[config.mk]
export PLATFORM = sky130hd
export DESIGN_NAME = alu_result_stage
export DESIGN_NICKNAME = d
export VERILOG_FILES = /design/src/rtl/alu_result_stage.sv
export SDC_FILE = /design/constraint.sdc
export NUM_CORES = 1
export LEC_CHECK = 0
export ABC_AREA = 0
export BUFFER_PORTS_ARGS = -buffer_cell sky130_fd_sc_hd__buf_2
export CAP_MARGIN = 20
export CORE_ASPECT_RATIO = 0.6
export CORE_MARGIN = 4
export CORE_UTILIZATION = 41
export DETAILED_ROUTE_END_ITERATION = 6
export GPL_ROUTABILITY_DRIVEN = 0
export HOLD_SLACK_MARGIN = 0.12
export PLACE_DENSITY_LB_ADDON = 0.05
export SLEW_MARGIN = 0
export SYNTH_ARGS = -nofsm -noshare
export SYNTH_HDL_FRONTEND = slang
export SYNTH_SLANG_ARGS = --single-unit
[constraint.sdc]
create_clock -name clk -period 1.8 [get_ports clk]
set_input_delay 0.09 -clock clk [delete_from_list [all_inputs] [get_ports clk]]
set_output_delay 0.09 -clock clk [all_outputs]
set_load 0.03 [all_outputs]
[src/rtl/alu_result_stage.sv]
// Registers adder Sum/Carry with Z/N/C/V flags in a 2-entry valid/ready FIFO; one cycle push-to-out, no bypass.
// in_ready drops while full or in reset; sticky overflow flag is built only with STICKY_FLAGS_EN.
module alu_result_stage #(
  parameter int WIDTH = 8
) (
  input  logic             clk,
  input  logic             rst,
  input  logic             in_valid,
  output logic             in_ready,
  input  logic [WIDTH-1:0] in_a,
  input  logic [WIDTH-1:0] in_b,
  input  logic             in_binv,
  input  logic [WIDTH-1:0] in_sum,
  input  logic             in_carry,
  output logic             out_valid,
  input  logic             out_ready,
  output logic [WIDTH-1:0] out_sum,
  output logic [3:0]       out_flags,
  input  logic             sticky_clr,
  output logic             sticky_v
);

  typedef enum logic [1:0] {
    S_EMPTY = 2'd0,
    S_ONE   = 2'd1,
    S_FULL  = 2'd2
  } state_t;

  state_t           r_state;
  logic             r_wr_ptr;
  logic             r_rd_ptr;
  logic [WIDTH-1:0] r_sum   [2];
  logic [3:0]       r_flags [2];

  logic w_push;
  logic w_pop;
  logic w_bmsb;
  logic w_z;
  logic w_n;
  logic w_c;
  logic w_v;

  assign in_ready  = !rst && (r_state != S_FULL);
  assign out_valid = (r_state != S_EMPTY);
  assign w_push    = in_valid && in_ready;
  assign w_pop     = out_valid && out_ready;

  // Overflow uses the effective second operand after the adder's Binv inversion.
  assign w_bmsb = in_binv ? ~in_b[WIDTH-1] : in_b[WIDTH-1];
  assign w_z    = (in_sum == '0);
  assign w_n    = in_sum[WIDTH-1];
  assign w_c    = in_carry;
  assign w_v    = (in_a[WIDTH-1] == w_bmsb) && (in_sum[WIDTH-1] != in_a[WIDTH-1]);

  assign out_sum   = r_sum[r_rd_ptr];
  assign out_flags = r_flags[r_rd_ptr];

  always_ff @(posedge clk) begin
    if (rst) begin
      r_state  <= S_EMPTY;
      r_wr_ptr <= 1'b0;
      r_rd_ptr <= 1'b0;
      for (int i = 0; i < 2; i++) begin
        r_sum[i]   <= '0;
        r_flags[i] <= '0;
      end
    end else begin
      if (w_push) begin
        r_sum[r_wr_ptr]   <= in_sum;
        r_flags[r_wr_ptr] <= {w_v, w_c, w_n, w_z};
        r_wr_ptr          <= ~r_wr_ptr;
      end
      if (w_pop) begin
        r_rd_ptr <= ~r_rd_ptr;
      end
      case (r_state)
        S_EMPTY: if (w_push) r_state <= S_ONE;
        S_ONE: begin
          if (w_push && !w_pop)      r_state <= S_FULL;
          else if (!w_push && w_pop) r_state <= S_EMPTY;
        end
        S_FULL:  if (w_pop) r_state <= S_ONE;
        default: r_state <= S_EMPTY;
      endcase
    end
  end

`ifdef STICKY_FLAGS_EN
  logic r_sticky_v;

  // A set in the same cycle as a clear takes priority.
  always_ff @(posedge clk) begin
    if (rst)                r_sticky_v <= 1'b0;
    else if (w_push && w_v) r_sticky_v <= 1'b1;
    else if (sticky_clr)    r_sticky_v <= 1'b0;
  end

  assign sticky_v = r_sticky_v;
`else
  logic w_unused_sticky_clr;

  assign w_unused_sticky_clr = sticky_clr;
  assign sticky_v            = 1'b0;
`endif

endmodule

### Word level (Yosys, flattened, before mapping)

Memory sizes are Yosys's and may differ from the RTL's. A register that Yosys moved wholly into a read port is not among the register bits.
Cells that the tools add are included.

| operators by class | value |
|---|---|
| equality and inequality tests | 8 |
| mux-type cells | 21 |
| bitwise logic cells | 3 |
| reduce and logical (&&, ||, !) cells | 15 |

Operator list:

| kind | number |
|---|---|
| two-way mux 1 bit | 14 |
| logical NOT 8 bit | 1 |
| two-way mux 2 bit | 4 |
| two-way mux 8 bit | 1 |
| OR reduction 8 bit | 1 |
| logical AND 1 bit | 6 |
| != test 2 bit, second input constant | 3 |
| one-hot mux 2 bit (3 select lines) | 1 |
| two-way mux 4 bit | 1 |
| OR reduction 4 bit | 1 |
| logical NOT 1 bit | 3 |
| != test 3 bit, second input constant | 1 |
| NOT 1 bit | 3 |
| AND reduction 3 bit | 1 |
| == test 2 x 1 -> 1 bit, second input constant | 1 |
| == test 2 bit, second input constant | 1 |
| logical NOT 2 bit | 1 |
| nonzero test 2 bit | 1 |
| == test 1 bit | 1 |
| != test 1 bit | 1 |

| storage, ports and cells | value |
|---|---|
| register bits after elaboration | 4 |
| memory bits (writable) | 24 |
| word-level logic and storage cells | 52 |
| memories | 2 |

Memories:

| memory | depth | width | read ports | clocked after Yosys merged registers in | write ports | line | text |
|---|---|---|---|---|---|---|---|
| r_sum | 2 | 8 | 1 | 1 | 2 | 32 | `logic [WIDTH-1:0] r_sum [2];` |
| r_flags | 2 | 4 | 1 | 1 | 2 | 33 | `logic [3:0] r_flags [2];` |

### Depth between registers and ports, before layout

Gate-level depths: netlist of the first run.

| logic depth | value |
|---|---|
| word-level depth | 8 |
| mapped depth | 4 |

### Least setup slack after synthesis of the first run

No wires, ideal clock.

| timing path | value |
|---|---|
| kind | reg-to-reg |
| start | register r_state[0] |
| end | memory r_flags[0][0] (enable) |
| library setup time | 353 ps |
| arrival | 1215 ps |
| required time | 1447 ps |
| path slack | 232 ps |
| stages on the path, launching flop included | 4 |
| path buffers | 0 |
| period minus slack after synthesis | 1568 ps |
| cells stage by stage | dfxtp_1 > nor2b_4 > or4_4 > nand2b_1 |

RTL lines:

| element | line | text |
|---|---|---|
| start: declaration | 29 | `state_t r_state;` |
| start signal: assignment | 60 | `r_state <= S_EMPTY;` |
| start signal: assignment | 77 | `S_EMPTY: if (w_push) r_state <= S_ONE;` |
| start signal: assignment | 79 | `if (w_push && !w_pop) r_state <= S_FULL;` |
| end: declaration | 33 |  |

==> flow_summary.toml, run 1 <==
[timing]
tightest_slew_ns = 0.551
clock_skew_ns = 0.00527
period_share_pct = 90.6
maxSlewHeadroom_pct = 63.0
fmax_mhz = 613
hold_viol = 0
finalSetupViolCount = 0
maxSlewViolCount = 0
fin_tns_setup_ns = 0
rsz0062_at_grt = "false"
min_period_ns = 1.63

[detailed_routing]
wl_per_cell_um = 13.9
drt_pass1_iterations = 4
drtIter0Drc = 18
drc = 0
dr_total_vias = 826
viasPerCell = 4.69
drt_wl_total_um = 2450
ant_nets = 0

[layout]
final_common_cell = "buf_2"
seq_area_um2 = 761
post-route-cell-area_um2 = 1600
final_cell_mix = "buf_2, edfxtp_1, and2_1"
final_nets = 166
syn_to_final_growth_pct = 25.1
diodes = 0
multiInputGateArea_um2 = 483
final_layout_size_suffix_gt1_share_pct = 44.8
fillers = 278

[die]
die_area_um2 = 4100
core_um2 = 2930
ios = 46
fp.dieW_um = 80.0
die_height_um = 51.2
rows = 15
start_util_pct = 43.6

[pwr]
p_per_area_nw_per_um2 = 848
power_w = 0.00135
p_leak_nw = 0.669
ir_worst_vdd_mv = 0.388

[clocking]
clockBufferDepth = 2
clkLatencyLatePin_ns = 0.27
cts_max_level = 1
cts_root_buf = "clkbuf_8"
cts_tree = "yes"
cts_made_buffers = 3
path_clk_slew_ns = 0.09
cts.sinks = 27

[worst_setup_path]
cp.arrival_ns = 1.62
cpMaxStageDelayCell = "or4_4"
critPathCaptureType = "flop"
startpoint = "r_state[1]"
crit_type = "reg2reg"
worstPathRequired_ns = 1.79
reg2regPathDepth = 5
max_stage_delay_ns = 0.44
reg2reg_from = "r_state[1]"
crit_chain = "nor2b_4 -> buf_4 -> or4_4 -> nand2b_1 -> buf_12"
start_kind = "flop"
r2r_end = "r_flags[0][0]"
crit_fanout = 11
r2r_slack_ns = 0.17

[global_routing]
grt_pass1_wl_um = 4110
track_usage_pct = 13.5
grt_max_degree = 17
antenna_found_initial = 0
gr-total-overflow = 0
grt_pass1_vias = 836

[job]
drv_cap = 0

[synthesis]
synth_area_per_cell_um2 = 13.4
synth-seq-cells = 27
yosys_warnings = 0
synth_fp_nets = 126
yosysTopAreaCellShare_pct = 51.8
synth_cell_types = 29
synth_top_area_cell = "edfxtp_1"
syn_area_um2 = 1280
yosysSeqAreaShare_pct = 59.6
syn_inst = 95
synth.top_cells.by_area = "edfxtp_1, mux2_2, and2_1, dfxtp_1, nor4b_4"

[hold_path]
worstHoldEndpoint = "r_sum[1][4]"
hold_start = "in_sum[4]"
min_path_type = "in2reg"
hold_depth = 2

[place]
port_buffers = 29
placed_cell_area_um2 = 1500
dpl.hpwl_um = 1790

[run_status]
status = "completed"
-- worst max-delay path, delay by kind of cell (launching register included) --
family        cells  cell delay [ns]
flops             1             0.33
simple gates      3             0.72
buf+inv           2             0.30
-- final cells by class --
class	count	share of cell area, %
sequential	27	47.6
multi-input combinational	62	30.3
timing repair buffer	40	15.5
tap	42	3.29
clock buffer	3	2.59
clock inverter	1	0.470
inverter	1	0.235
-- routing by layer --
metal	global-route usage (%)	vias up	wire (um)
met5	0	-	0
met4	2.53	0	0
met3	4.58	0	114
met2	22.7	21	1160
met1	17.2	391	1180
li1	-	414	-
-- per-stage QoR --
step	std cells	hold slack [ns]	worst slack (ns)	util [%]
after global routing	176	0.124	0.125	54.5
after CTS	174	0.121	0.0362	54.0
after detailed placement	167	0.329	0.0547	51.3
after floorplan	95	0.167	0.232	-
final	176	0.127	0.168	54.5
after global placement	167	0.317	0.0859	51.3
-- power by group --
group | switching [W] | internal [W]
logic | 0.000167 | 0.000113
clock network | 0.000187 | 0.000157
registers | 0.0000133 | 0.000716
total | 0.000368 | 0.000987
-- cell families after synthesis --
| logic type | count (synthesis) | share of synthesized area (%) |
|---|---|---|
| and+or+nand+nor | 40 | 22.5 |
| DFF | 27 | 59.6 |
| muxes | 12 | 10.5 |
| AOI/OAI and AO/OA | 7 | 3.24 |
| buffers and inverters | 6 | 2.55 |
| xor gates and xnor gates | 2 | 1.37 |
| other | 1 | 0.294 |
-- how the worst max path moves through the flow --
stage / endpoint / slack, ns / depth (start not counted)
after floorplan: r_flags[0][0] / 0.23 / 3
after global placement: r_sum[1][3] / 0.09 / 3
after detailed placement: r_sum[1][3] / 0.05 / 3
after CTS: r_sum[1][0] / 0.04 / 3
after global routing: r_sum[0][0] / 0.13 / 5
final: r_flags[0][0] / 0.17 / 5
-- sequential cells by signal (all words and copies together) (netlist names), named ones only --
name / cells
r_rd_ptr: 1
r_flags: 8
r_wr_ptr: 1
r_state: 2
r_sum: 14
-- synthesized netlist by cell type --
library cell  instances
edfxtp_1             22
and2_1               18
mux2_2               11
dfxtp_1               5
a21oi_1               4
nor2_1                4
nor2b_1               3
or2_2                 3
and3_1                2
buf_4                 2
nor4_1                2
xor2_1                2
and2b_1               1
buf_2                 1
clkbuf_1              1
clkbuf_2              1
conb_1                1
inv_2                 1
mux2i_1               1
nand2b_1              1
nor2b_4               1
nor3_1                1
nor3b_1               1
nor4_4                1
nor4b_4               1
o21ai_0               1
o31ai_1               1
o32ai_1               1
or4_4                 1
-- what timing repair did --
action                     CTS  global route
resized for setup            0             0
hold endpoints to repair     3             0
setup buffers                0             2
setup endpoints to repair    0            11
hold buffers                 3             0
(Power assumes the default switching activity.)
==> run 2, diff against run 1 <==
CELL_PAD_IN_SITES_DETAIL_PLACEMENT = 0   (was not set)
CELL_PAD_IN_SITES_GLOBAL_PLACEMENT = 1   (was not set)
CORE_UTILIZATION = 38   (was 41)
==> flow_summary.toml, run 2 (synthesized netlist as in run 1, its figures left out) <==
[worst_setup_path]
crit_type = "reg2reg"
crit_family = "simple AND/OR/NAND/NOR gates"
crit_chain = "nor2b_4 -> buf_4 -> or4_4 -> nand2b_1 -> buf_12"
max_stage_delay_ns = 0.43
worstPathRequired_ns = 1.80
crit_fanout = 11
start_kind = "flop"
cp_num_buf_inv = 2
r2r_slack_ns = 0.14
reg2reg_from = "r_state[1]"
reg2regPathDepth = 5
cp_num_cells = 5
cpMaxStageDelayCell = "or4_4"
critPathCaptureType = "flop"
r2r_end = "r_flags[0][0]"
cp.arrival_ns = 1.66

[place]
dpl.hpwl_um = 1750
port_buffers = 29
place_inst = 165
placed_cell_area_um2 = 1490
pre_cts_ws_ns = 0.00327

[timing]
rsz0062_at_grt = "false"
maxSlewViolCount = 0
finalSetupViolCount = 0
tightest_slew_ns = 0.537
hold_viol = 0
setup_ws_ns = 0.136
fin_tns_setup_ns = 0
min_period_ns = 1.66
period_share_pct = 92.5
fmax_mhz = 601
maxSlewHeadroom_pct = 64.0
clock_skew_ns = 0.00754

[layout]
syn_to_final_growth_pct = 23.3
seq_area_um2 = 761
largest_register_ffs = 14
final_cell_mix = "buf_2, edfxtp_1, and2_1"
diodes = 0
fin_cells = 173
top_register = "r_sum"
fillers = 288
post-route-cell-area_um2 = 1570
final_common_cell = "buf_2"
final_nets = 163
largestRegisters = "r_sum: 14 flops, r_flags: 8 flops, r_state: 2 flops"
final_layout_size_suffix_gt1_share_pct = 43.5
multiInputGateArea_um2 = 483

[global_routing]
busiest_layer = "met2"
grt_pass1_wl_um = 3970
grt_max_degree = 17
use_met2_pct = 19.4
grtUsageMet3_pct = 4.35
gr-total-overflow = 0
grt_pass1_vias = 815
grt_use_met1_pct = 16.8
track_usage_pct = 12.3
antenna_found_initial = 0

[clocking]
cts_max_level = 1
cts.sinks = 27
clkLatencyLatePin_ns = 0.27
cts_made_buffers = 3
path_clk_slew_ns = 0.10
post_cts_resized = 0
cts_root_buf = "clkbuf_8"
cts_tree = "yes"
clockBufferDepth = 2

[die]
die_height_um = 52.9
rows = 15
core_um2 = 3040
ios = 46
start_util_pct = 42.0
die_area_um2 = 4380
fp.dieW_um = 82.8

[detailed_routing]
ant_nets = 0
viasPerCell = 4.72
drt_pass1_iterations = 4
drc = 0
drt_wl_total_um = 2490
drtIter0Drc = 73
wl_per_cell_um = 14.4
dr_total_vias = 816

[run_status]
status = "completed"

[hold_path]
hold_depth = 2
worstHoldEndpoint = "r_sum[1][1]"
hold_start = "in_sum[1]"
min_path_type = "in2reg"

[pwr]
ir_worst_vdd_mv = 0.338
p_per_area_nw_per_um2 = 865
p_leak_nw = 0.653

[job]
drv_cap = 0
-- run 2: changes by cell type in the layout (fill, tap and decap cells not counted) --
cell / previous run / this run
buf_4: 7 / 4
-- run 2: worst max path at each step --
stage / start / end / slack, ns
finish: r_state[1] / r_flags[0][0] / 0.14
global route: r_state[1] / r_flags[0][3] / 0.09
CTS: r_state[1] / r_flags[0][0] / 0.13
detailed placement: r_state[1] / r_sum[1][3] / 0.003
global placement: r_state[1] / r_sum[1][3] / 0.06
floorplan: r_state[0] / r_flags[0][0] / 0.23
-- run 2: routing by layer --
layer | wire length [um] | up-vias | share of wire [%]
li1 | - | 408 | -
met1 | 1250 | 385 | 50
met2 | 1100 | 21 | 44
met3 | 133 | 2 | 5.3
met4 | 7 | 0 | 0.28
met5 | 0 | - | 0
-- run 2: where the power goes --
group | switching, W | internal [W] | leakage, nW
sequential | 0.0000135 | 0.000716 | 0.272
clock | 0.000198 | 0.000157 | 0.0217
combinational | 0.000166 | 0.000110 | 0.360
total | 0.000378 | 0.000984 | 0.653
-- run 2: cell type report --
type                            instances  area share, %
Inverter                                1          0.238
Clock inverter                          1          0.477
Sequential cell                        27           48.3
Multi-Input combinational cell         62           30.7
Timing Repair Buffer                   37           14.3
Tap cell                               42           3.34
Clock buffer                            3           2.62
-- run 2: per-stage QoR --
stage / hold WS (ns) / utilization (%) / total power, W
2_1_floorplan: 0.167 / - / 0.000929
4_1_cts: 0.121 / 51.8 / 0.00137
3_3_place_gp: 0.316 / 48.9 / 0.00101
6_report: 0.118 / 51.8 / 0.00136
3_5_place_dp: 0.326 / 48.9 / 0.00102
5_1_grt: 0.121 / 51.8 / 0.00143
-- run 2: worst reg2reg max path, cell delays in order (launching register included) --
cell and delay [ns]:
dfxtp_1 0.36, nor2b_4 0.15, buf_4 0.16, or4_4 0.43
nand2b_1 0.13, buf_12 0.15
-- run 2: what timing repair did --
| action | CTS | global route |
|---|---|---|
| hold buffers | 3 | 0 |
| endpoints found under the hold margin | 5 | 0 |
| setup buffers | 1 | 0 |
| setup endpoints to repair | 11 | 0 |
==> run 3, diff against run 2 <==
CORE_UTILIZATION = 39   (was 38)
CTS_BUF_LIST = sky130_fd_sc_hd__clkbuf_8   (was not set)
==> flow_summary.toml, run 3 (synthesized netlist as in run 1, its figures left out) <==
[die]
core_um2 = 3000
ios = 46
rows = 15
fp.dieW_um = 81.9
die_height_um = 52.3
die_area_um2 = 4280
start_util_pct = 42.5

[layout]
final_nets = 165
top_register = "r_sum"
final_common_cell = "buf_2"
largest_register_ffs = 14
fillers = 284
syn_to_final_growth_pct = 24.5
post-route-cell-area_um2 = 1590
final_layout_size_suffix_gt1_share_pct = 43.6
largestRegisters = "r_sum: 14 flops, r_flags: 8 flops, r_state: 2 flops"
diodes = 0
final_cell_mix = "buf_2, edfxtp_1, and2_1"

[timing]
maxSlewHeadroom_pct = 60.1
fmax_mhz = 585
tightest_slew_ns = 0.594
maxSlewViolCount = 0
hold_viol = 0
rsz0062_at_grt = "false"
min_period_ns = 1.71
finalSetupViolCount = 0
clock_skew_ns = 0.00255
period_share_pct = 94.9
setup_ws_ns = 0.0917

[clocking]
cts_tree = "yes"
path_clk_slew_ns = 0.09
post_cts_resized = 0
cts_made_buffers = 3
clkLatencyLatePin_ns = 0.27
cts_root_buf = "clkbuf_8"
cts_max_level = 1
cts.sinks = 27
clockBufferDepth = 2

[place]
placed_cell_area_um2 = 1500
dpl.hpwl_um = 1850
port_buffers = 29
pre_cts_ws_ns = 0.00560

[global_routing]
track_usage_pct = 13.3
gr-total-overflow = 0
grt_max_degree = 16
antenna_found_initial = 0
grt_pass1_wl_um = 4030
grt_pass1_vias = 797

[detailed_routing]
drtIter0Drc = 53
drc = 0
wl_per_cell_um = 14.9
drt_pass1_iterations = 3
dr_total_vias = 828
viasPerCell = 4.73
ant_nets = 0
drt_wl_total_um = 2600

[pwr]
p_per_area_nw_per_um2 = 849
p_leak_nw = 0.666
power_w = 0.00135
ir_worst_vdd_mv = 0.432

[worst_setup_path]
worstPathRequired_ns = 1.79
start_kind = "flop"
critPathCaptureType = "flop"
cp.arrival_ns = 1.70
crit_type = "reg2reg"
crit_fanout = 11

[run_status]
status = "completed"

[job]
drv_cap = 0

[hold_path]
min_path_type = "in2reg"
## run 3: cell count changes in the layout (fill, tap and decap cells not counted), sizes merged
| cell | before | now |
|---|---|---|
| dlygate4sd3 | 3 | 4 |
| clkinvlp | 1 | 0 |
| buf | 34 | 35 |
| clkinv | 0 | 1 |
## run 3: path summary, 6_finish.rpt
| check | start | cells past startpoint | endpoint | slack, ns |
|---|---|---|---|---|
| worst max-delay path | r_state[0] | 5 | r_sum[0][3] | 0.09 |
| worst min-delay path | in_sum[1] | 2 | r_sum[1][1] | 0.13 |
| worst max register to register | r_state[0] | 5 | r_sum[0][3] | 0.09 |
| worst min register to register | r_rd_ptr | 2 | flop | 0.53 |
## run 3: routing by layer
| metal | up-vias | wire length, um | track usage (%) |
|---|---|---|---|
| met1 | 389 | 1350 | 18.7 |
| met3 | 2 | 150 | 5.33 |
| met4 | 0 | 13 | 2.49 |
| met5 | - | 0 | 0 |
| li1 | 418 | - | - |
| met2 | 19 | 1090 | 19.4 |
## run 3: layout make-up
type                    count  area, um^2  area share, %
flip-flops and latches     27         761           47.9
multi-input cells          62         483           30.4
repair buffers             39         243           15.3
well taps                  42        52.6           3.31
clock buffers               3        41.3           2.60
clock inverters             1        5.00          0.315
inverters                   1        3.75          0.236
## run 3: stage by stage
stage                     utilization (%)  hold WS, ns  TNS, ns  cells
after floorplan                         -        0.167        0     95
after global placement               49.8        0.316  -0.0398    166
after detailed placement             49.8        0.324        0    166
after CTS                            52.6        0.121        0    174
after global routing                 52.9        0.122        0    175
final                                52.9        0.127        0    175
## run 3: timing repair
item / in CTS / in global routing
endpoints found under the hold margin: 4 / 1
buffers inserted: 1 / 0
setup endpoints to repair: 11 / 0
hold buffers: 3 / 1
## run 3: where the power goes
group,leakage [nW],switching [W],internal (W),total [W]
registers,0.272,0.0000158,0.000716,0.000732
clock network,0.0255,0.000184,0.000155,0.000339
logic,0.369,0.000166,0.000111,0.000278
total,0.666,0.000367,0.000983,0.00135
## run 3: worst max-delay path: stages, from the launching register on
cell      delay (ns)
dfxtp_1         0.47
nor2b_4         0.08
buf_4           0.16
or4_4           0.43
nand2b_1        0.14
buf_12          0.16
